`config.mk`:
```
export PLATFORM = sky130hd
export DESIGN_NAME = psx_pad_scanner
export DESIGN_NICKNAME = d
export VERILOG_FILES = /design/src/rtl/psx_pad_pkg.sv /design/src/rtl/psx_spi_byte.sv /design/src/rtl/psx_pad_scanner.sv
export SDC_FILE = /design/constraint.sdc
export NUM_CORES = 1
export LEC_CHECK = 0
export BUFFER_PORTS_ARGS = -buffer_cell sky130_fd_sc_hd__buf_4
export CORE_MARGIN = 1.5
export CORE_UTILIZATION = 30
export DETAILED_ROUTE_END_ITERATION = 7
export PLACE_DENSITY = 0.54
export SYNTH_ARGS = -nofsm -noshare
export SYNTH_HDL_FRONTEND = slang
export SYNTH_SLANG_ARGS = --single-unit
```
`constraint.sdc`:
```
create_clock -name clk -period 7.18 [get_ports clk]
set_input_delay 1.077 -clock clk [delete_from_list [all_inputs] [get_ports clk]]
set_output_delay 1.077 -clock clk [all_outputs]
set_load 0.05 [all_outputs]
```
`src/rtl/psx_pad_pkg.sv`:
```
// Shared constants for the PlayStation pad scanner: FSM encodings, protocol
// bytes, and where each NES button lives in the pad's two data bytes.
package psx_pad_pkg;

  localparam logic [2:0] ST_IDLE  = 3'd0;
  localparam logic [2:0] ST_SETUP = 3'd1;
  localparam logic [2:0] ST_XFER  = 3'd2;
  localparam logic [2:0] ST_ACKW  = 3'd3;
  localparam logic [2:0] ST_GAP   = 3'd4;
  localparam logic [2:0] ST_NEXT  = 3'd5;

  localparam logic [7:0] CMD_START = 8'h01;
  localparam logic [7:0] CMD_POLL  = 8'h42;
  localparam logic [7:0] CMD_IDLE  = 8'h00;
  localparam logic [7:0] HDR_ID    = 8'h5A;

  // Bit positions inside data byte 0 (d0) and data byte 1 (d1), active-low.
  localparam int D0_SELECT = 0;
  localparam int D0_START  = 3;
  localparam int D0_UP     = 4;
  localparam int D0_RIGHT  = 5;
  localparam int D0_DOWN   = 6;
  localparam int D0_LEFT   = 7;
  localparam int D1_CIRCLE = 5;
  localparam int D1_CROSS  = 6;

endpackage

```
`src/rtl/psx_spi_byte.sv`:
```
// One SPI mode-3, LSB-first byte exchange. sck idles high, mosi moves on the
// falling edge, miso is captured as sck rises.
module psx_spi_byte #(
  parameter int HALF = 50
) (
  input  logic       clk,
  input  logic       rst,
  input  logic       load,
  input  logic [7:0] tx,
  input  logic       start,
  input  logic       miso,
  output logic       sck,
  output logic       mosi,
  output logic       done,
  output logic [7:0] rx
);

  localparam int HW = $clog2(HALF + 1);

  // Handshake: start is honoured only while idle and launches one byte using
  // tx (if load is high that cycle) or the last loaded byte; done pulses for
  // one cycle when the byte completes, and rx is valid from that cycle on.
  logic          busy;
  logic          phase_high;
  logic [2:0]    bit_idx;
  logic [HW-1:0] hcnt;
  logic [7:0]    tx_q;
  logic [7:0]    rx_q;

  assign rx = rx_q;

  always_ff @(posedge clk or posedge rst) begin
    if (rst) begin
      busy       <= 1'b0;
      phase_high <= 1'b0;
      bit_idx    <= '0;
      hcnt       <= '0;
      tx_q       <= '0;
      rx_q       <= '0;
      sck        <= 1'b1;
      mosi       <= 1'b1;
      done       <= 1'b0;
    end else begin
      done <= 1'b0;
      if (!busy) begin
        if (load) tx_q <= tx;
        if (start) begin
          busy       <= 1'b1;
          sck        <= 1'b0;
          mosi       <= load ? tx[0] : tx_q[0];
          phase_high <= 1'b0;
          hcnt       <= '0;
          bit_idx    <= '0;
        end
      end else if (hcnt == HW'(HALF - 1)) begin
        hcnt <= '0;
        if (!phase_high) begin
          sck        <= 1'b1;
          rx_q       <= {miso, rx_q[7:1]};
          phase_high <= 1'b1;
        end else if (bit_idx == 3'd7) begin
          busy <= 1'b0;
          done <= 1'b1;
          mosi <= 1'b1;
        end else begin
          bit_idx    <= bit_idx + 3'd1;
          sck        <= 1'b0;
          phase_high <= 1'b0;
          mosi       <= tx_q[bit_idx + 3'd1];
        end
      end else begin
        hcnt <= hcnt + HW'(1);
      end
    end
  end

endmodule

```
`src/rtl/psx_pad_scanner.sv`:
```
// Polls up to four PlayStation pads on a shared bus and presents their
// buttons in NES layout, plus raw data bytes and per-pad presence.
module psx_pad_scanner
  import psx_pad_pkg::*;
#(
  parameter int CLK_HZ  = 25_200_000,
  parameter int SCK_HZ  = 250_000,
  parameter int NPADS   = 2,
  parameter int NDATA   = 6,
  parameter int POLL_HZ = 60,
  parameter int ACK_TO  = 100
) (
  input  logic                     clk,
  input  logic                     rst,
  input  logic                     miso,
  input  logic                     ack_n,
  output logic                     sck,
  output logic                     mosi,
  output logic [NPADS-1:0]         sel_n,
  output logic [8*NPADS-1:0]       btn,
  output logic [8*NPADS-1:0]       pressed,
  output logic [8*NDATA*NPADS-1:0] raw,
  output logic [NPADS-1:0]         present,
  output logic                     frame_done
);

  localparam int HALF   = CLK_HZ / (2 * SCK_HZ);
  localparam int TICK   = CLK_HZ / POLL_HZ;
  localparam int NBYTES = 3 + NDATA;
  localparam int CMAX   = (4 * HALF > ACK_TO) ? 4 * HALF : ACK_TO;
  localparam int CW     = $clog2(CMAX + 1);
  localparam int TW     = $clog2(TICK + 1);
  localparam int PW     = (NPADS > 1) ? $clog2(NPADS) : 1;
  localparam int BW     = $clog2(NBYTES + 1);

  logic [2:0]         state;
  logic [PW-1:0]      pad;
  logic [BW-1:0]      byte_idx;
  logic [CW-1:0]      cnt;
  logic [TW-1:0]      tick_cnt;
  logic [1:0]         miso_sync;
  logic [1:0]         ack_sync;
  logic               hdr_ok;
  logic [8*NDATA-1:0] data_q;

  logic               miso_s;
  logic               ack_s;
  logic               tick;
  logic               spi_load;
  logic               spi_start;
  logic               spi_done;
  logic [7:0]         spi_rx;
  logic [7:0]         tx_byte;
  logic               last_byte;
  logic               upd_ok;
  logic               upd_bad;
  logic [8*NDATA-1:0] new_data;
  logic [7:0]         new_btn;

  assign miso_s    = miso_sync[1];
  assign ack_s     = ack_sync[1];
  assign tick      = (tick_cnt == TW'(TICK - 1));
  assign last_byte = (byte_idx == BW'(NBYTES - 1));
  assign spi_load  = (state == ST_SETUP) || (state == ST_GAP);
  assign spi_start = spi_load && (cnt == CW'(2 * HALF - 1));
  assign tx_byte   = (byte_idx == BW'(0)) ? CMD_START :
                     (byte_idx == BW'(1)) ? CMD_POLL  : CMD_IDLE;

  // A pad's result lands in the same cycle the FSM moves to NEXT.
  assign upd_ok  = (state == ST_XFER) && spi_done && last_byte && hdr_ok;
  assign upd_bad = ((state == ST_XFER) && spi_done && last_byte && !hdr_ok) ||
                   ((state == ST_ACKW) && ack_s && (cnt == CW'(ACK_TO - 1)));

  always_comb begin
    new_data = data_q;
    new_data[8*(NDATA-1) +: 8] = spi_rx;
  end

  assign new_btn = {~new_data[D0_RIGHT], ~new_data[D0_LEFT], ~new_data[D0_DOWN],
                    ~new_data[D0_UP], ~new_data[D0_START], ~new_data[D0_SELECT],
                    ~new_data[8 + D1_CROSS], ~new_data[8 + D1_CIRCLE]};

  always_comb begin
    sel_n = '1;
    if ((state == ST_SETUP) || (state == ST_XFER) || (state == ST_ACKW) || (state == ST_GAP))
      sel_n[pad] = 1'b0;
  end

  always_ff @(posedge clk or posedge rst) begin
    if (rst) begin
      miso_sync <= 2'b11;
      ack_sync  <= 2'b11;
    end else begin
      miso_sync <= {miso_sync[0], miso};
      ack_sync  <= {ack_sync[0], ack_n};
    end
  end

  psx_spi_byte #(.HALF(HALF)) u_byte (
    .clk   (clk),
    .rst   (rst),
    .load  (spi_load),
    .tx    (tx_byte),
    .start (spi_start),
    .miso  (miso_s),
    .sck   (sck),
    .mosi  (mosi),
    .done  (spi_done),
    .rx    (spi_rx)
  );

  always_ff @(posedge clk or posedge rst) begin
    if (rst) begin
      state      <= ST_IDLE;
      pad        <= '0;
      byte_idx   <= '0;
      cnt        <= '0;
      tick_cnt   <= '0;
      hdr_ok     <= 1'b0;
      data_q     <= '0;
      btn        <= '0;
      pressed    <= '0;
      raw        <= '0;
      present    <= '0;
      frame_done <= 1'b0;
    end else begin
      pressed    <= '0;
      frame_done <= 1'b0;
      // Free-running timer; ticks seen outside IDLE are simply ignored.
      tick_cnt   <= tick ? '0 : tick_cnt + TW'(1);

      case (state)
        ST_IDLE: begin
          if (tick) begin
            state    <= ST_SETUP;
            pad      <= '0;
            byte_idx <= '0;
            cnt      <= '0;
            hdr_ok   <= 1'b0;
          end
        end
        ST_SETUP, ST_GAP: begin
          if (cnt == CW'(2 * HALF - 1)) begin
            state <= ST_XFER;
            cnt   <= '0;
          end else begin
            cnt <= cnt + CW'(1);
          end
        end
        ST_XFER: begin
          if (spi_done) begin
            if (byte_idx == BW'(2)) hdr_ok <= (spi_rx == HDR_ID);
            for (int k = 0; k < NDATA; k++)
              if (byte_idx == BW'(3 + k)) data_q[8*k +: 8] <= spi_rx;
            state <= last_byte ? ST_NEXT : ST_ACKW;
            cnt   <= '0;
          end
        end
        ST_ACKW: begin
          if (!ack_s) begin
            state    <= ST_GAP;
            cnt      <= '0;
            byte_idx <= byte_idx + BW'(1);
          end else if (cnt == CW'(ACK_TO - 1)) begin
            state <= ST_NEXT;
            cnt   <= '0;
          end else begin
            cnt <= cnt + CW'(1);
          end
        end
        ST_NEXT: begin
          if (cnt == CW'(4 * HALF - 1)) begin
            cnt <= '0;
            if (pad == PW'(NPADS - 1)) begin
              state      <= ST_IDLE;
              frame_done <= 1'b1;
            end else begin
              state    <= ST_SETUP;
              pad      <= pad + PW'(1);
              byte_idx <= '0;
              hdr_ok   <= 1'b0;
            end
          end else begin
            cnt <= cnt + CW'(1);
          end
        end
        default: state <= ST_IDLE;
      endcase

      for (int p = 0; p < NPADS; p++) begin
        if (pad == PW'(p)) begin
          if (upd_ok) begin
            raw[8*NDATA*p +: 8*NDATA] <= new_data;
            btn[8*p +: 8]             <= new_btn;
            pressed[8*p +: 8]         <= new_btn & ~btn[8*p +: 8];
            present[p]                <= 1'b1;
          end else if (upd_bad) begin
            btn[8*p +: 8] <= '0;
            present[p]    <= 1'b0;
          end
        end
      end
    end
  end

endmodule

```
==> results of run 1 <==
## synthesized netlist by cell type, drive strengths merged (2+ instances only)
cell	instances	area, sq um
and3	10	63.8
a21boi	2	15.0
or3	2	12.5
nor4	3	40.0
nor4bb	2	20.0
mux2	100	1200
nor3b	3	33.8
nand4	10	68.8
and4b	2	20.0
nor2	39	156
o311ai	2	17.5
nand2	186	698
xor2	8	70.1
o22ai	2	18.8
mux2i	4	40.0
and4	3	26.3
o21ai	27	150
nand3b	6	57.6
ha	10	125
nor3	21	110
nand2b	4	25.0
or2	4	25.0
or3b	2	17.5
nand3	19	113
a22o	3	26.3
o211ai	2	15.0
a21oi	6	30.0
and2	2	12.5
o31ai	10	75.1
nor2b	2	12.5
nand4b	2	17.5
a221o	5	50.1
inv	11	41.3
buf	20	145
dfstp	6	158
a41oi	2	17.5
a31oi	4	25.0
xnor2	10	87.6
a21o	3	22.5
clkbuf	19	73.8
dfrtp	229	5730
## logic make-up after synthesis
family	count (synthesis)
flip-flops	235
AO/OA/AOI/OAI	73
AND/OR/NAND/NOR	326
multiplexers	104
buffers and inverters	50
XOR/XNOR	18
adder cells (fa/ha/maj)	10
## worst max-delay path by stage
stage                               from                   to  slack [ns]  depth (start not counted)
finish              state[0]$_DFFE_PP0P_             sel_n[1]        3.94                          4
global placement    state[1]$_DFFE_PP0P_  raw[11]$_DFFE_PP0P_        4.10                          5
global route        state[1]$_DFFE_PP0P_  raw[33]$_DFFE_PP0P_        3.77                          5
CTS                 state[0]$_DFFE_PP0P_             sel_n[1]        3.92                          4
detailed placement  state[1]$_DFFE_PP0P_  raw[11]$_DFFE_PP0P_        4.06                          5
floorplan                            rst   btn[0]$_DFFE_PP0P_        3.03                          1
## power by group through the flow
| stage | registers (mW) | clock network [mW] | logic [mW] |
|---|---|---|---|
| 2_1_floorplan | 1.35 | 0 | 0.0197 |
| 3_3_place_gp | 1.35 | 0 | 0.0308 |
| 3_5_place_dp | 1.35 | 0 | 0.0307 |
| 4_1_cts | 1.33 | 1.37 | 0.0309 |
| 5_1_grt | 1.33 | 1.42 | 0.0345 |
| 6_report | 1.33 | 1.33 | 0.0281 |
## metal layers
metal  share of wire [%]  wire [um]  GRT usage [%]  vias up
li1                    -          -              -     3081
met4                 1.6        356           3.21        0
met2                  45      10300           21.4      130
met3                 4.8       1090           2.40       32
met5                   0          0              0        -
met1                  48      10900           18.8     3168
## flip-flops by register name, indices dropped and copies added, names as in the netlist, 2 cells and up
signal          flops
ack_sync            2
btn                16
byte_idx            4
cnt                 8
data_q             40
miso_sync           2
present             2
pressed            16
raw                96
state               3
tick_cnt           19
u_byte.bit_idx      3
u_byte.hcnt         6
u_byte.rx           8
u_byte.tx_q         2
## metrics by stage
stage / cells / utilization (%)
floorplan: 816 / -
global placement: 1355 / 35.1
detailed placement: 1355 / 35.1
CTS: 1403 / 37.8
global route: 1403 / 37.8
finish: 1403 / 37.8
## layout make-up
cell class              instances  area (sq um)  area share (%)
clock inverters                 8          71.3           0.593
flip-flops and latches        235          5890            49.0
inverters                      11          45.0           0.374
clock buffers                  40           795            6.61
repair buffers                143          1070            8.93
multi-input cells             531          3610            30.0
well taps                     435           544            4.53
==> metrics.md, run 1 <==
| Metric | Value |
|---|---|
| Critical path peak fanout | `14` |
| Outcome | `finished, final reports clean` |
| HPWL after detailed placement | `15.0 mm` |
| Worst hold margin | `0.352 ns` |
| Final Wtd Congestion | `0.748` |
| Commonest non-fill, non-tap cell in the layout | `dfrtp_1` |
| Cell breakdown of the critical path | `or2_2, xnor2_1, nand2_1, buf_4` |
| Worst Path Arrival | `2.16 ns` |
| Max Clock Freq | `309 MHz` |
| Slew Limit Fails | `0` |
| Pre-CTS setup slack | `4.06 ns` |
| Post-CTS setup buffer count | `0` |
| Mean Syn Cell Area | `11.9 sq um` |
| Layout cells sized above 1 | `32.0%` |
| Vias per cell | `4.57` |
| Post-Synth Simple-Gate Area | `16.1%` |
| Hold path startpoint | `miso_sync[0]$_DFF_PP1_` |
| Largest family of logic cells by synthesized area | `simple AND/OR/NAND/NOR gates` |
| Worst path max stage delay | `0.54 ns` |
| Top delay family on crit path | `flip-flops` |
| Net switching power | `560 uW` |
| Crit share post-route | `45.1%` |
| Post-synthesis compound-gate area fraction | `5.19%` |
| Int Pwr | `2.13 mW` |
| Net Sw Frac | `20.9%` |
| Yosys reg bits | `235` |
| Reg2reg path depth | `5` |
| Synth Instances | `816` |
| Cell area power density | `223 mW/mm^2` |
| H-tree depth | `1` |
| Yosys warning total | `0` |
| GRT Util Overall | `13.4%` |
| Post-synth ARST share | `100%` |
| Leak | `6.19 nW` |
| Die ar. | `0.0336 sq mm` |
| Max Clock Skew | `0.0128 ns` |
| WP data required | `6.10 ns` |
| Num CTS Buffers | `26` |
| Power Total | `2.69 mW` |
| Pin count of the biggest net entering global routing | `69` |
| Hold buffers post-CTS | `0` |
| Pre-antenna DRT Iters | `4` |
| Die Wd | `183 um` |
| Post-DRT Antenna Nets | `0` |
| Type of element launching the critical path | `flop` |
| Routed len/inst | `16.1 um` |
| Worst Hold Depth | `0` |
| Worst-path clk slew | `0.06 ns` |
| Clk sinks | `235` |
| WP buf/inv | `1` |
| Clock network fraction of total power | `49.5%` |
| Gate power share | `1.0%` |
| PortBufs | `138` |
| Row count | `65` |
| Core area | `0.0318 sq mm` |
| Final net count | `962` |
| R2r startpoint | `state[1]$_DFFE_PP0P_` |
| Syn Nets | `830` |
| Worst reg2reg setup slack | `4.11 ns` |
| Max cap viols | `0` |
| Synth Area in XOR/XNOR | `1.62%` |
| Synthesized cell area | `0.00974 sq mm` |
| Post-Synth Adder-Cell Area | `1.28%` |
| Worst-Skew Late Latency | `0.52 ns` |
| Register share of total power | `49.4%` |
| Hold crit path type | `flop to flop` |
| Seq/Total Area, Yosys | `60.4%` |
| # diodes | `0` |
| Most frequent cells in the layout | `229 x dfrtp_1, 186 x nand2_1, 143 x buf_4` |
| Starting Density | `30.6%` |
| Post-DP Area | `0.0112 sq mm` |
| Hold EP | `miso_sync[1]$_DFF_PP1_` |
| Fin Setup TNS | `0 ns` |
| Peak VDD IR | `0.124 mV` |
| RSZ-0062 raised after global routing | `no` |
| Final Hold Viols | `0` |
| Post-synth EDFFs | `0` |
| Prevailing post-synth register cell | `dfrtp_1` |
| Vias in the first global route | `6229` |
| Ports | `139` |
| Post-CTS sizing | `0` |
| Fin crit period | `3.24 ns` |
| Die Y | `183 um` |
| Finished Cell Area | `0.0120 sq mm` |
| CP max-delay cell | `dfrtp_1` |
| Fillers | `3108` |
| Root buf cell | `clkbuf_16` |
| Initial DRC Count | `306` |
| Setup ws final | `3.94 ns` |
| Antenna violations before repair | `0` |
| Total grt overflow | `0` |
| Reg-to-reg critical path endpoint | `raw[17]$_DFFE_PP0P_` |
| First-pass GRT wire length | `35.8 mm` |
| Setup crit end kind | `output pin` |
| Max-slew headroom | `17.5%` |
| Layout area overhead | `23.4%` |
| Post-synthesis mux area share | `12.7%` |
| Vias | `6411` |
| Cell variety after synth | `72` |
| CTS tree | `yes` |
| CTS Buffer Depth | `3` |
| Total length of routed wires | `22.6 mm` |
| Crit Path Class | `flop to output pin` |
| Worst Tran Pin Value | `1.24 ns` |
| Drt drc | `0` |
| Final setup viols | `0` |
(Power assumes the default switching activity.)
==> inputs of run 2 (changes only) <==
PLACE_DENSITY = 0.52   (was 0.54)
clock period = 3.2 ns   (was 7.18 ns; I/O delays follow)
==> metrics.md, run 2 (same netlist as run 1, synthesis figures left out) <==
| Metric | Value |
|---|---|
| Outcome | `finished, final reports clean` |
| Int Pwr | `4.84 mW (+130%)` |
| Die ar. | `0.0336 sq mm (unchanged)` |
| Cell area power density | `499 mW/mm^2 (+120%)` |
| Final net count | `972 (+1.0%)` |
| CP max-delay cell | `dfrtp_1` |
| Layout cells sized above 1 | `32.5% (+0.52 points)` |
| PortBufs | `138 (unchanged)` |
| Max-slew headroom | `47.1% (+30 points)` |
| Vias in the first global route | `6559 (+5.3%)` |
| Num CTS Buffers | `27 (+3.8%)` |
| RSZ-0062 raised after global routing | `no` |
| Setup crit end kind | `output pin` |
| Worst path max stage delay | `0.56 ns (+0.02 ns)` |
| # diodes | `0 (unchanged)` |
| Clock network fraction of total power | `49.8% (+0.3 points)` |
| Fillers | `3101 (-0.23%)` |
| Cell breakdown of the critical path | `or2_2, xnor2_1, nand2_1, buf_4` |
| GRT Util Overall | `13.9% (+0.49 points)` |
| CTS Buffer Depth | `3 (unchanged)` |
| Hold crit path type | `primary input to flop` |
| Worst Path Arrival | `2.08 ns (-0.08 ns)` |
| Finished Cell Area | `0.0122 sq mm (+1.2%)` |
| WP data required | `2.72 ns (-3.38 ns)` |
| Max cap viols | `0 (unchanged)` |
| WP buf/inv | `1 (unchanged)` |
| Post-CTS setup buffer count | `0 (unchanged)` |
| Area of the multi-input gates | `0.00361 sq mm (unchanged)` |
| Hold buffers post-CTS | `0 (unchanged)` |
| Net Sw Frac | `20.4% (-0.45 points)` |
| Routed len/inst | `16.4 um (+1.7%)` |
| HPWL after detailed placement | `15.4 mm (+2.5%)` |
| Critical path peak fanout | `14 (unchanged)` |
| Die Y | `183 um (unchanged)` |
| Reg area | `0.00589 sq mm (unchanged)` |
| Worst-path clk slew | `0.06 ns (about the same)` |
| Most frequent cells in the layout | `229 x dfrtp_1, 186 x nand2_1, 147 x buf_4` |
| Leak | `6.26 nW (+1.2%)` |
| Top reg by flops | `raw` |
| Core area | `0.0318 sq mm (unchanged)` |
| Row count | `65 (unchanged)` |
| Drt drc | `0 (unchanged)` |
| Net switching power | `1.24 mW (+120%)` |
| Worst hold margin | `0.0699 ns (-0.282 ns)` |
| Post-CTS sizing | `0 (unchanged)` |
| Initial DRC Count | `347 (+13%)` |
| Largest registers | `raw (96), data_q (40), tick_cnt (19)` |
| Pin count of the biggest net entering global routing | `67 (-2.9%)` |
| Max Clock Skew | `0.0118 ns (-0.00101 ns)` |
| Slew Limit Fails | `0 (unchanged)` |
| Commonest non-fill, non-tap cell in the layout | `dfrtp_1` |
| CTS tree | `yes` |
| Peak VDD IR | `0.326 mV (+160%)` |
| Ports | `139 (unchanged)` |
| Post-DP Area | `0.0113 sq mm (+1.2%)` |
| Final Wtd Congestion | `0.791 (+5.7%)` |
| Final setup viols | `0 (unchanged)` |
| Crit share post-route | `80.0%` |
| Antenna violations before repair | `0 (unchanged)` |
| Max FFs per register | `96 (unchanged)` |
| Die Wd | `183 um (unchanged)` |
| Fin crit period | `2.56 ns` |
| Max Clock Freq | `391 MHz` |
| H-tree depth | `1 (unchanged)` |
| Starting Density | `30.6% (unchanged)` |
| Register share of total power | `49.0% (-0.4 points)` |
| Vias per cell | `4.62 (+1.2%)` |
| Vias | `6527 (+1.8%)` |
| Type of element launching the critical path | `flop` |
| Root buf cell | `clkbuf_16` |
| Gate power share | `1.2% (+0.2 points)` |
| First-pass GRT wire length | `37.4 mm (+4.4%)` |
| Worst-Skew Late Latency | `0.52 ns (about the same)` |
| Total length of routed wires | `23.1 mm (+2.3%)` |
| Post-DRT Antenna Nets | `0 (unchanged)` |
| Top delay family on crit path | `flip-flops` |
| Final Hold Viols | `0 (unchanged)` |
| Pre-antenna DRT Iters | `7 (+3)` |
| Crit Path Class | `flop to output pin` |
| Layout area overhead | `24.9%` |
| Total grt overflow | `0 (unchanged)` |
| Clk sinks | `235 (unchanged)` |
| Worst Tran Pin Value | `0.790 ns (-0.445 ns)` |
run 2: area by class of cell:
cell class	instances	share of cell area, %
well taps	435	4.47
flip-flops and latches	235	48.4
clock buffers	40	6.45
repair buffers	152	9.89
clock inverters	8	0.771
multi-input cells	531	29.7
inverters	11	0.370
run 2: routing by layer:
| layer | track usage [%] | wire [um] |
|---|---|---|
| met1 | 20.0 | 11300 |
| met2 | 22.3 | 10600 |
| met3 | 2.30 | 978 |
| met5 | 0 | 0 |
| met4 | 2.39 | 206 |
run 2: final timing paths:
path / slack, ns / startpoint / to / cells after the start
worst min-delay path: 0.07 / miso / miso_sync[0]$_DFF_PP1_ / 1
worst max-delay path: 0.64 / state[0]$_DFFE_PP0P_ / sel_n[1] / 4
max in group asynchronous: 2.31 / rst / miso_sync[0]$_DFF_PP1_ / 3
min in group asynchronous: 0.08 / rst / raw[63]$_DFFE_PP0P_ / 2
worst max register to register: 0.74 / byte_idx[0]$_DFFE_PP0P_ / btn[6]$_DFFE_PP0P_ / 8
worst min register to register: 0.36 / ack_sync[0]$_DFF_PP1_ / ack_sync[1]$_DFF_PP1_ / 0
run 2: per-stage QoR:
stage	utilization [%]	instances	TNS [ns]	total power, mW	setup WS (ns)
after floorplan	-	816	-80.84	3.08	-0.353
after detailed placement	35.5	1364	0	3.11	0.765
after global placement	35.5	1364	0	3.11	0.841
final	38.3	1412	0	6.08	0.640
after global routing	38.3	1412	0	6.32	0.512
after CTS	38.3	1412	0	6.19	0.628
run 2: power by group through the flow:
stage / sequential, mW / clock, mW / combinational [mW]
after floorplan: 3.03 / 0 / 0.0443
after global placement: 3.03 / 0 / 0.0794
after detailed placement: 3.03 / 0 / 0.0792
after CTS: 2.98 / 3.13 / 0.0796
after global routing: 2.98 / 3.26 / 0.0878
final: 2.98 / 3.02 / 0.0734
run 2: worst reg2reg max path, cell delays in order (launching register included):
cell and delay (ns):
dfrtp_1 0.44, inv_1 0.09, ha_1 0.24, and3b_1 0.22
nand4_1 0.10, buf_4 0.21, or2_2 0.26, buf_4 0.53
o21ai_0 0.20
